$ cat src/rtl/seq_div_pkg.sv
// Shared definitions for the sequential restoring divider.
//   state_t    : FSM encoding used by seq_div_16by8 (IDLE, CALC, DONE)
//   DW_DEFAULT : default divisor/remainder width
//   cnt_width  : width of the iteration counter for a given DW
package seq_div_pkg;

  localparam int DW_DEFAULT = 8;

  typedef enum logic [1:0] {
    IDLE = 2'd0,
    CALC = 2'd1,
    DONE = 2'd2
  } state_t;

  // One counter value per quotient bit: 2*DW steps.
  function automatic int cnt_width(input int dw);
    return $clog2(2 * dw);
  endfunction

endpackage

$ cat src/rtl/div_step.sv
// One radix-2 restoring compare-subtract step (purely combinational).
//   r      in  DW+1  current partial remainder
//   q_msb  in  1     next dividend bit shifted in from the quotient register
//   d      in  DW    divisor
//   r_next out DW+1  partial remainder after this step
//   q_bit  out 1     quotient bit produced by this step
module div_step #(
  parameter int DW = 8
) (
  input  logic [DW:0]   r,
  input  logic          q_msb,
  input  logic [DW-1:0] d,
  output logic [DW:0]   r_next,
  output logic          q_bit
);

  logic [DW:0] t;
  logic [DW:0] d_ext;
  logic [DW:0] diff;

  // Working in DW+1 bits means the shifted remainder never overflows.
  assign t     = {r[DW-1:0], q_msb};
  assign d_ext = {1'b0, d};
  assign diff  = t - d_ext;

  // Every step leaves R < D, so r[DW] is normally 0. If it were ever set,
  // the true shifted value would exceed any divisor, so it forces a subtract.
  assign q_bit  = r[DW] | (t >= d_ext);
  assign r_next = q_bit ? diff : t;

endmodule

$ cat src/rtl/seq_div_16by8.sv
// Sequential radix-2 restoring divider, one quotient bit per clock.
//   clk, rst   : clock and synchronous active-high reset
//   in_valid   : operands valid        in_ready  : accepting (IDLE only)
//   dividend   : 2*DW-bit numerator     divisor   : DW-bit denominator
//   out_valid  : result valid (DONE)    out_ready : consumer takes result
//   quotient   : 2*DW-bit quotient      remainder : DW-bit remainder
//   div_zero   : current result came from a divide-by-zero request
// One operation in flight; a divide-by-zero skips straight to DONE with
// quotient all-ones and remainder equal to the low DW dividend bits.
module seq_div_16by8
  import seq_div_pkg::*;
#(
  parameter int DW = DW_DEFAULT
) (
  input  logic            clk,
  input  logic            rst,
  input  logic            in_valid,
  output logic            in_ready,
  input  logic [2*DW-1:0] dividend,
  input  logic [DW-1:0]   divisor,
  output logic            out_valid,
  input  logic            out_ready,
  output logic [2*DW-1:0] quotient,
  output logic [DW-1:0]   remainder,
  output logic            div_zero
);

  localparam int CW = cnt_width(DW);

  state_t          state_reg, state_next;
  logic [2*DW-1:0] q_reg, q_next;
  logic [DW-1:0]   d_reg, d_next;
  logic [DW:0]     r_reg, r_next;
  logic [CW-1:0]   cnt_reg, cnt_next;
  logic            dz_reg, dz_next;

  logic [DW:0]     step_r;
  logic            step_q;

  div_step #(.DW(DW)) u_step (
    .r      (r_reg),
    .q_msb  (q_reg[2*DW-1]),
    .d      (d_reg),
    .r_next (step_r),
    .q_bit  (step_q)
  );

  always_comb begin
    state_next = state_reg;
    q_next     = q_reg;
    d_next     = d_reg;
    r_next     = r_reg;
    cnt_next   = cnt_reg;
    dz_next    = dz_reg;
    case (state_reg)
      IDLE: begin
        if (in_valid) begin
          q_next   = dividend;
          d_next   = divisor;
          r_next   = '0;
          cnt_next = '0;
          if (divisor == '0) begin
            state_next = DONE;
            dz_next    = 1'b1;
            q_next     = '1;
            r_next     = {1'b0, dividend[DW-1:0]};
          end else begin
            state_next = CALC;
          end
        end
      end
      CALC: begin
        // Dividend bits leave the top of Q while quotient bits enter the bottom.
        r_next   = step_r;
        q_next   = {q_reg[2*DW-2:0], step_q};
        cnt_next = cnt_reg + CW'(1);
        if (cnt_reg == CW'(2 * DW - 1)) begin
          state_next = DONE;
        end
      end
      DONE: begin
        // No refill on the consume edge: IDLE must be visited first.
        if (out_ready) begin
          state_next = IDLE;
          dz_next    = 1'b0;
        end
      end
      default: begin
        state_next = IDLE;
      end
    endcase
  end

  always_ff @(posedge clk) begin
    if (rst) begin
      state_reg <= IDLE;
      q_reg     <= '0;
      d_reg     <= '0;
      r_reg     <= '0;
      cnt_reg   <= '0;
      dz_reg    <= 1'b0;
    end else begin
      state_reg <= state_next;
      q_reg     <= q_next;
      d_reg     <= d_next;
      r_reg     <= r_next;
      cnt_reg   <= cnt_next;
      dz_reg    <= dz_next;
    end
  end

  assign in_ready  = (state_reg == IDLE);
  assign out_valid = (state_reg == DONE);
  assign quotient  = q_reg;
  assign remainder = r_reg[DW-1:0];
  assign div_zero  = dz_reg;

endmodule

$ cat config.mk
export PLATFORM = sky130hd
export DESIGN_NAME = seq_div_16by8
export DESIGN_NICKNAME = d
export VERILOG_FILES = /design/src/rtl/seq_div_pkg.sv /design/src/rtl/div_step.sv /design/src/rtl/seq_div_16by8.sv
export SDC_FILE = /design/constraint.sdc
export NUM_CORES = 1
export LEC_CHECK = 0
export ABC_AREA = 1
export BUFFER_PORTS_ARGS = -buffer_cell sky130_fd_sc_hd__buf_2
export CORE_UTILIZATION = 51
export CTS_BUF_LIST = sky130_fd_sc_hd__clkbuf_8
export DETAILED_ROUTE_END_ITERATION = 8
export HOLD_SLACK_MARGIN = 0.1
export PLACE_DENSITY_LB_ADDON = 0.3
export SLEW_MARGIN = 20
export SYNTH_ARGS = -nofsm -noshare
export SYNTH_HDL_FRONTEND = slang
export SYNTH_SLANG_ARGS = --single-unit
export TNS_END_PERCENT = 1
$ cat constraint.sdc
create_clock -name clk -period 1.6 [get_ports clk]
set_clock_uncertainty 0.1 [all_clocks]
set_input_delay 0.24 -clock clk [delete_from_list [all_inputs] [get_ports clk]]
set_output_delay 0.24 -clock clk [all_outputs]
set_load 0.02 [all_outputs]
==> results of run 1 <==
-- layer usage --
metal	part of all wire, %	up-vias
met5	0	-
met4	2.4	0
met3	7.3	22
met2	50	129
met1	41	1211
li1	-	1295
-- per-stage QoR --
step	setup WS, ps	total power [uW]	utilization [%]	area, um2
2_1_floorplan	-78.0	3030	-	2480
3_3_place_gp	-188	3650	65.1	2930
3_5_place_dp	-235	3710	65.1	2930
4_1_cts	-112	4860	71.9	3240
5_1_grt	-251	5320	72.7	3270
6_report	-157	5040	72.7	3270
-- cells by family (layout without fill, tap and decap cells) --
group / Yosys count / count (layout)
compound gates: 86 / 87
xor+xnor: 1 / 1
fa+ha+maj: 10 / 10
buf+inv: 69 / 147
flops: 40 / 40
simple gates: 139 / 139
-- worst max-delay path: cells and delay by family, from the launching register on --
kind,cells,cell delay (ps)
buf+inv,1,50
simple gates,7,880
fa+ha+maj,1,240
flops,1,330
compound gates,1,60
-- layout make-up --
type	count	area [um2]
clock buffers	5	68.8
clock inverters	3	46.3
fillers	359	1230
inverters	48	190
multi-input cells	237	1500
flip-flops and latches	40	811
well taps	52	65.1
repair buffers	91	591
-- repair_timing --
item / 4_1_cts / 5_1_grt
endpoints found under the hold margin: 2 / 0
setup endpoints to repair: 10 / 13
gates resized for setup: 32 / 12
hold buffers: 2 / 0
setup buffers: 5 / 0
gates cloned: 1 / 0
pin swaps: 13 / 4
-- layout by cell type, fill, tap and decap left out, drive strengths merged, types with 2 or more instances in the layout --
cell type	n
nor2	31
ha	9
o221ai	8
o22ai	3
nand3	21
nand2	71
a221oi	2
dfxtp	40
a211oi	2
o21ai	23
or2	5
a21oi	46
inv	49
buf	89
clkbuf	5
nand4	7
dlygate4sd3	2
-- where the power goes --
part / switching [uW] / leakage, uW / internal (uW)
Combinational: 1690 / 0.00111 / 1140
Clock: 408 / 0.0000548 / 471
Sequential: 142 / 0.000332 / 1190
Total: 2240 / 0.00150 / 2800
-- worst min path at each step --
| stage | startpoint | end | cells past startpoint |
|---|---|---|---|
| final | divisor[2] | d_reg[2]$_SDFFE_PP0P_ | 3 |
| after global routing | divisor[5] | d_reg[5]$_SDFFE_PP0P_ | 3 |
| after detailed placement | out_ready | div_zero$_SDFFE_PP0P_ | 2 |
| after CTS | divisor[3] | d_reg[3]$_SDFFE_PP0P_ | 3 |
| after floorplan | rst | div_zero$_SDFFE_PP0P_ | 1 |
| after global placement | out_ready | div_zero$_SDFFE_PP0P_ | 2 |
==> run_results.csv, run 1 <==
group,metric,value,unit
floorplan,rows,24,
setup_path,rr_endpoint,"r_reg[3]$_SDFFE_PP0P_",
synthesis,muxShareOfSynthArea,0,%
synthesis,synthXorXnorAreaFrac,0.355,%
pwr,irDropWorstVdd,0.00113,V
global_route,grt_pass1_wl,11200,um
setup_path,path_max_fanout,3,
global_route,grt_pass1_vias,2496,
timing,finalMaxSlewViolations,0,
route,route.detailed.drc,0,
timing,fin_crit_sh,110,%
synthesis,synthArstFlopShare,0,%
cells_and_area,syn_to_final_growth,32.6,%
route,drtPass1Iterations,7,
synthesis,synth_most_common_cell,"nand2_1",
place,dp_hpwl,4780,um
cells_and_area,layout-drive-gt1-share,38.7,%
synthesis,syn_area,0.00247,mm2
route,drt_iter0_drc,272,
timing,worst_pin_slew,512,ps
synthesis,synth_top_area_cell,"dfxtp_1",
global_route,met3_usage,5.20,%
place,gp_congestion,0.889,
synthesis,synth.distinct_cells,41,
synthesis,synth_top_family_by_area,"simple AND/OR/NAND/NOR gates",
route,routed-via-count,2657,
pwr,power_leakage,0.00150,uW
timing,rsz0062_at_grt,"true",
route,via_per_inst,5.58,
cells_and_area,instances_no_fill,476,
setup_path,r2r_cells,10,
synthesis,synth-simple-area-share,27.4,%
synthesis,synth_common_cells,"nand2_1, a21oi_1, inv_1, dfxtp_1, nor2_1",
clock_tree,clockBufferDepth,2,
setup_path,crit-reg2reg-launch,"d_reg[2]$_SDFFE_PP0P_",
global_route,grt_use_met1,34.2,%
outcome,failed_checks,"setup timing",
floorplan,pin_count,55,
synthesis,seq_area_frac_synth,32.4,%
global_route,track_usage,27.9,%
setup_path,cp.arrival,1850,ps
setup_path,max_stage_delay,330,ps
synthesis,synth.net_count,383,
floorplan,dieWidth,71.6,um
setup_path,crit_type,"reg2reg",
synthesis,syn_inst,345,
clock_tree,cts_tree,"yes",
place,placed_cells,460,
synthesis,yosys_warnings,0,
global_route,overflow,0,
route,routed_wl,7000,um
setup_path,r2r_slack,-160,ps
setup_path,cp_common_cell,"nand2_1",
floorplan,die_area,0.00512,mm2
timing,slew_headroom,65.8,%
synthesis,synth-edff-count,0,
setup_path,crit_end,"r_reg[3]$_SDFFE_PP0P_",
route,wire_per_inst,14.7,um
floorplan,die_h,71.6,um
timing,whs,141,ps
synthesis,synth_seq_cells,40,
cells_and_area,num_antenna_cells,0,
setup_path,cp.required,1690,ps
setup_path,cp-start-kind,"flip-flop",
setup_path,cp-startpoint,"d_reg[2]$_SDFFE_PP0P_",
clock_tree,clkLatencyLatePin,300,ps
clock_tree,clock-sinks,40,
outcome,outcome,"finished, violations left",
min_path,hp-class,"in2reg",
synthesis,synth_top_area_share,32.4,%
global_route,antenna_found_initial,0,
place,port_buffers,54,
clock_tree,root_buffer,"clkbuf_8",
synthesis,synth.avg_cell_area,7.16,um2
global_route,grt_busiest_layer,"met2",
floorplan,core_area,0.00450,mm2
cells_and_area,layout.nets,461,
setup_path,critPathCaptureType,"flip-flop",
clock_tree,clk_pin_slew,90,ps
synthesis,ys.flop_type,"dfxtp_1",
clock_tree,cts-buffers-inserted,5,
timing,setup-tns-final,-1140,ps
pwr,p_per_area,1540,mW/mm2
timing,max_freq,569,MHz
global_route,grtUsageMet2,48.8,%
floorplan,start_util,54.8,%
global_route,grt_max_degree,25,
synthesis,synth_area_leaders,"dfxtp_1, nand2_1, a21oi_1, inv_1, ha_1",
route,final_antenna_net_count,0,
timing,min_period,1760,ps
timing,setup_viol,10,
setup_path,critPathSlowestCell,"dfxtp_2",
timing,worst_slack,-157,ps
timing,finalHoldViolCount,0,
setup_path,path_cells,"inv_2 > ha_4 > or2_4 > and2_1 > nand2_1 > nand2_1 > nor2_1 > nand2_1 > nand3_1 > a21oi_2",
synthesis,synth_compound_area_share,20.9,%
synthesis,yosys.area_share.adder,5.37,%
job,drv_cap,0,
clock_tree,htree_levels,2,
cells_and_area,largest_reg_flops,16,
Note: power is estimated with default switching activity, not from simulation.
==> run 2, diff against run 1 <==
CORE_UTILIZATION = 34   (was 51)
==> run 2 against run 1 <==
The flow still finishes with violations (setup timing). Die area rose by 48%. First-iteration DRC count fell by 45%. Non-clock buffer count rose by 9. Final cell count rose by 11%. Clock power rose by 3.1%. Combinational power rose by 4%. Via count fell by 3.6%. Utilization fell by 23 points.
==> run_results.csv, run 2 (same netlist as run 1, synthesis figures left out) <==
group,metric,value,unit
outcome,outcome,"finished, violations left",
outcome,failed_checks,"setup timing",
setup_path,path_cells,"inv_4 > ha_4 > fa_2 > buf_4 > buf_4 > xor2_1 > nand3_1 > nand3_1 > a21oi_1",
pwr,power,5200,uW
clock_tree,cts_tree,"yes",
cells_and_area,n_fill_cell,700,
floorplan,die_area,0.00761,mm2
cells_and_area,num_antenna_cells,0,
route,route.detailed.drc,0,
floorplan,pin_count,55,
pwr,power_switching,2200,uW
route,drtPass1Iterations,4,
pwr,clock_power_share,17.4,%
setup_path,critPathSlowestCell,"fa_2",
setup_path,cp-start-kind,"flip-flop",
setup_path,cpLargestDelayFamily,"adder cells",
timing,setup-tns-final,-1350,ps
pwr,p_int,2990,uW
global_route,grt_max_degree,25,
clock_tree,clockBufferDepth,2,
setup_path,cp.required,1680,ps
pwr,swShare,42.4,%
place,place_worst_setup_slack,-278,ps
floorplan,dieWidth,87.2,um
setup_path,max_stage_delay,370,ps
floorplan,core_area,0.00691,mm2
setup_path,crit_buf_inv,3,
global_route,track_usage,19.0,%
timing,min_period,1790,ps
job,drv_cap,0,
pwr,p_seq_share,25.8,%
global_route,antenna_found_initial,0,
setup_path,crit_type,"reg2reg",
route,via_per_inst,4.85,
pwr,comb_power_share,56.8,%
clock_tree,cts-buffers-inserted,5,
place,dp_hpwl,4990,um
cells_and_area,layout-drive-gt1-share,42.6,%
global_route,grt_pass1_wl,11200,um
pwr,p_per_area,1510,mW/mm2
setup_path,r2r_slack,-190,ps
place,port_buffers,54,
route,drt_iter0_drc,150,
cells_and_area,final_util,49.9,%
route,routed_wl,6960,um
setup_path,path_max_fanout,2,
timing,setup_viol,11,
pwr,irDropWorstVdd,0.000917,V
route,routed-via-count,2562,
clock_tree,htree_levels,2,
cells_and_area,syn_to_final_growth,39.6,%
global_route,overflow,0,
timing,fin_crit_sh,112,%
clock_tree,clk_pin_slew,90,ps
timing,worst_pin_slew,482,ps
cells_and_area,largest_reg_flops,16,
floorplan,rows,30,
min_path,hp-class,"in2reg",
timing,worst_slack,-190,ps
clock_tree,clkLatencyLatePin,300,ps
timing,finalMaxSlewViolations,0,
timing,rsz0062_at_grt,"true",
place,gp_congestion,0.833,
floorplan,die_h,87.2,um
floorplan,start_util,35.7,%
global_route,grt_pass1_vias,2462,
route,final_antenna_net_count,0,
clock_tree,root_buffer,"clkbuf_8",
setup_path,cp.arrival,1870,ps
timing,slew_headroom,67.8,%
cells_and_area,layout_common_cells,"nand2_1, buf_2, a21oi_1",
cells_and_area,layout.nets,469,
timing,max_freq,559,MHz
pwr,power_leakage,0.00155,uW
setup_path,critPathCaptureType,"flip-flop",
route,wire_per_inst,13.2,um
timing,finalHoldViolCount,0,
clock_tree,clock-sinks,40,
==> run 2: final timing paths <==
path / startpoint / to / cells past startpoint
min: divisor[2] / d_reg[2]$_SDFFE_PP0P_ / 3
max reg2reg: quotient[15]$_SDFFE_PP0P_ / r_reg[2]$_SDFFE_PP0P_ / 9
max: quotient[15]$_SDFFE_PP0P_ / r_reg[2]$_SDFFE_PP0P_ / 9
min reg2reg: cnt_reg[3]$_SDFFE_PP0P_ / cnt_reg[3]$_SDFFE_PP0P_ / 2
==> run 2: worst register-to-register path, stage by stage, from the launching register on <==
cell and delay (ps):
dfxtp_2 360, inv_4 50, ha_4 160, fa_2 370
buf_4 140, buf_4 120, xor2_1 140, nand3_1 90
nand3_1 70, a21oi_1 60
==> run 2: power groups by stage <==
stage               Clock, uW  Sequential (uW)  Combinational (uW)
finish                    906             1340                2950
global route              972             1370                3250
floorplan                   0             1420                1610
detailed placement          0             1330                2450
CTS                       919             1330                2750
global placement            0             1320                2450
==> run 2: layout make-up <==
cell class / instances / area, um2 / area share [%]
Clock buffer: 6 / 82.6 / 2.40
Inverter: 48 / 193 / 5.59
Multi-Input combinational cell: 236 / 1520 / 44.0
Clock inverter: 2 / 38.8 / 1.13
Tap cell: 96 / 120 / 3.48
Sequential cell: 40 / 816 / 23.7
Timing Repair Buffer: 100 / 682 / 19.8
==> run 2: stage by stage <==
stage	cells	hold slack (ps)	instance area, um2
floorplan	345	218	2480
global placement	508	340	3030
detailed placement	508	346	3030
CTS	524	133	3350
global route	528	148	3450
finish	528	133	3450
==> run 2: what timing repair did <==
item | in CTS | in global routing
resized for setup | 30 | 28
pin swaps | 13 | 15
setup endpoints to repair | 11 | 17
hold endpoints to repair | 2 | 0
buffers inserted | 6 | 4
hold buffers | 2 | 0
==> run 2: layer usage <==
layer	track usage, %	wire (um)	part of all wire [%]	up-vias
met5	0	0	0	-
met4	5.07	100	1.4	0
met3	3.60	306	4.4	13
met2	31.6	3230	46	72
met1	25.3	3320	48	1170
li1	-	-	-	1307
==> run 3, diff against run 2 <==
BUFFER_PORTS_ARGS = default   (was -buffer_cell sky130_fd_sc_hd__buf_2)
DONT_BUFFER_PORTS = 1   (was default)
==> run 3 against run 2 <==
The flow finishes with violations (hold timing, setup timing). Non-clock buffer count decreased by 44. Worst setup slack better by 18 ps. Total power is 0.85% higher. Maximum frequency grew 1.0%. Clock-buffer cell count is 1 lower. Sequential power up 9%. Via count fell by 4.6%. Clock power shrank 2.8%. Critical path type unchanged. Largest power group unchanged.
==> run_results.csv, run 3 (same netlist as run 1, synthesis figures left out) <==
group,metric,value,unit
cells_and_area,layout-drive-gt1-share,32.8,%
setup_path,crit-reg2reg-launch,"d_reg[4]$_SDFFE_PP0P_",
place,dp_hpwl,4910,um
cells_and_area,final_common_cell,"nand2_1",
route,drt_iter0_drc,133,
route,routed-via-count,2444,
cells_and_area,layout_common_cells,"nand2_1, buf_4, a21oi_1",
clock_tree,cts-buffers-inserted,5,
clock_tree,cts_tree,"yes",
route,drtPass1Iterations,4,
floorplan,die_h,87.2,um
global_route,grt_pass1_wl,11600,um
cells_and_area,syn_to_final_growth,34.0,%
setup_path,path_max_fanout,4,
cells_and_area,largest_reg_flops,16,
pwr,irDropWorstVdd,0.000991,V
setup_path,path_cells,"inv_2 > ha_4 > buf_6 > nand2_4 > nor2_4 > nand3_2 > nand2_4 > buf_6 > nand2_4 > nand4_1 > nand3_1 > a21oi_2",
timing,whs,-109,ps
cells_and_area,num_antenna_cells,0,
setup_path,r2r_cells,12,
clock_tree,htree_levels,2,
pwr,p_per_area,1580,mW/mm2
global_route,grt_pass1_vias,2456,
setup_path,r2r_slack,-170,ps
setup_path,critPathCaptureType,"flip-flop",
route,final_antenna_net_count,0,
setup_path,cp.required,1730,ps
setup_path,crit_type,"reg2reg",
min_path,min_from,"rst",
route,wire_per_inst,14.4,um
place,placed_area,0.00277,mm2
cells_and_area,design_area,0.00331,mm2
place,port_buffers,0,
floorplan,rows,30,
clock_tree,clock-sinks,40,
global_route,overflow,0,
timing,worst_pin_slew,524,ps
place,gp_congestion,0.819,
timing,finalMaxSlewViolations,0,
cells_and_area,instances_no_fill,486,
timing,setup_viol,10,
route,routed_wl,7010,um
min_path,hold_path_depth,1,
pwr,power_leakage,0.00137,uW
clock_tree,clkLatencyLatePin,300,ps
setup_path,rr_endpoint,"r_reg[3]$_SDFFE_PP0P_",
timing,finalHoldViolCount,22,
min_path,hold_path_end,"quotient[15]$_SDFFE_PP0P_",
timing,fin_crit_sh,111,%
floorplan,dieWidth,87.2,um
global_route,grt_max_degree,25,
setup_path,critPathSlowestCell,"dfxtp_2",
setup_path,cp_common_cell,"nand2_4",
global_route,antenna_found_initial,0,
timing,min_period,1770,ps
outcome,failed_checks,"hold timing, setup timing",
floorplan,pin_count,55,
setup_path,cp.arrival,1900,ps
clock_tree,clockBufferDepth,2,
timing,setup-tns-final,-1240,ps
timing,slew_headroom,65.0,%
job,drv_cap,0,
timing,worst_slack,-172,ps
setup_path,max_stage_delay,340,ps
timing,rsz0062_at_grt,"true",
place,placed_cells,457,
route,route.detailed.drc,0,
setup_path,cp-start-kind,"flip-flop",
route,via_per_inst,5.03,
outcome,outcome,"finished, violations left",
clock_tree,clk_pin_slew,90,ps
timing,max_freq,564,MHz
clock_tree,root_buffer,"clkbuf_8",
global_route,track_usage,19.7,%
floorplan,die_area,0.00761,mm2
cells_and_area,layout.nets,427,
floorplan,core_area,0.00691,mm2
min_path,hp-class,"in2reg",
floorplan,start_util,35.7,%
clock_tree,cts_hold_buffers,10,
## run 3: layout make-up
cell class | instances | area [um2]
Sequential cell | 40 | 812
Inverter | 48 | 188
Timing Repair Buffer | 56 | 503
Fill cell | 702 | 3600
Multi-Input combinational cell | 238 | 1570
Clock buffer | 5 | 68.8
Clock inverter | 3 | 47.5
Tap cell | 96 | 120
## run 3: worst max-delay path: cells and delay by family (launching register included)
| family | cells | cell delay [ps] |
|---|---|---|
| fa+ha+maj | 1 | 280 |
| buf+inv | 3 | 250 |
| compound gates | 1 | 130 |
| simple gates | 7 | 590 |
| flops | 1 | 340 |
## run 3: per-stage QoR
step                util [%]  total power, uW  hold slack (ps)  worst slack, ps
floorplan                  -             3030              218            -78.0
global placement        40.1             3630              207             -214
detailed placement      40.1             3650              209             -254
CTS                     46.7             5030             -115             -135
global route            47.9             5580             -120             -273
finish                  47.9             5240             -109             -172
## run 3: worst max-delay path by stage
stage                                          from               endpoint  slack, ps  cells past startpoint
after detailed placement      d_reg[4]$_SDFFE_PP0P_  r_reg[4]$_SDFFE_PP0P_       -250                     10
after floorplan               d_reg[2]$_SDFFE_PP0P_  r_reg[6]$_SDFFE_PP0P_        -80                     11
after global routing          d_reg[4]$_SDFFE_PP0P_  r_reg[3]$_SDFFE_PP0P_       -270                     12
after CTS                 quotient[15]$_SDFFE_PP0P_  r_reg[8]$_SDFFE_PP0P_       -140                     10
final                         d_reg[4]$_SDFFE_PP0P_  r_reg[3]$_SDFFE_PP0P_       -170                     12
after global placement        r_reg[3]$_SDFFE_PP0P_  r_reg[4]$_SDFFE_PP0P_       -210                      9
## run 3: layer usage
metal,part of all wire [%],global-route usage [%],vias up
li1,-,-,1231
met1,44,25.4,1135
met2,48,32.9,74
met3,8.0,4.64,4
met4,0.50,5.22,0
met5,0,0,-
## run 3: repair_timing
action | in CTS | in global routing
hold endpoints to repair | 34 | 22
cloned | 2 | 0
pin swaps | 17 | 20
resized for setup | 35 | 20
setup endpoints to repair | 10 | 18
buffers inserted | 7 | 2
## run 3: power breakdown
part | total, uW | switching (uW) | leakage [uW] | internal (uW)
Combinational | 2900 | 1620 | 0.000975 | 1280
Clock | 881 | 410 | 0.0000583 | 471
Sequential | 1460 | 268 | 0.000333 | 1190
Total | 5240 | 2300 | 0.00137 | 2940
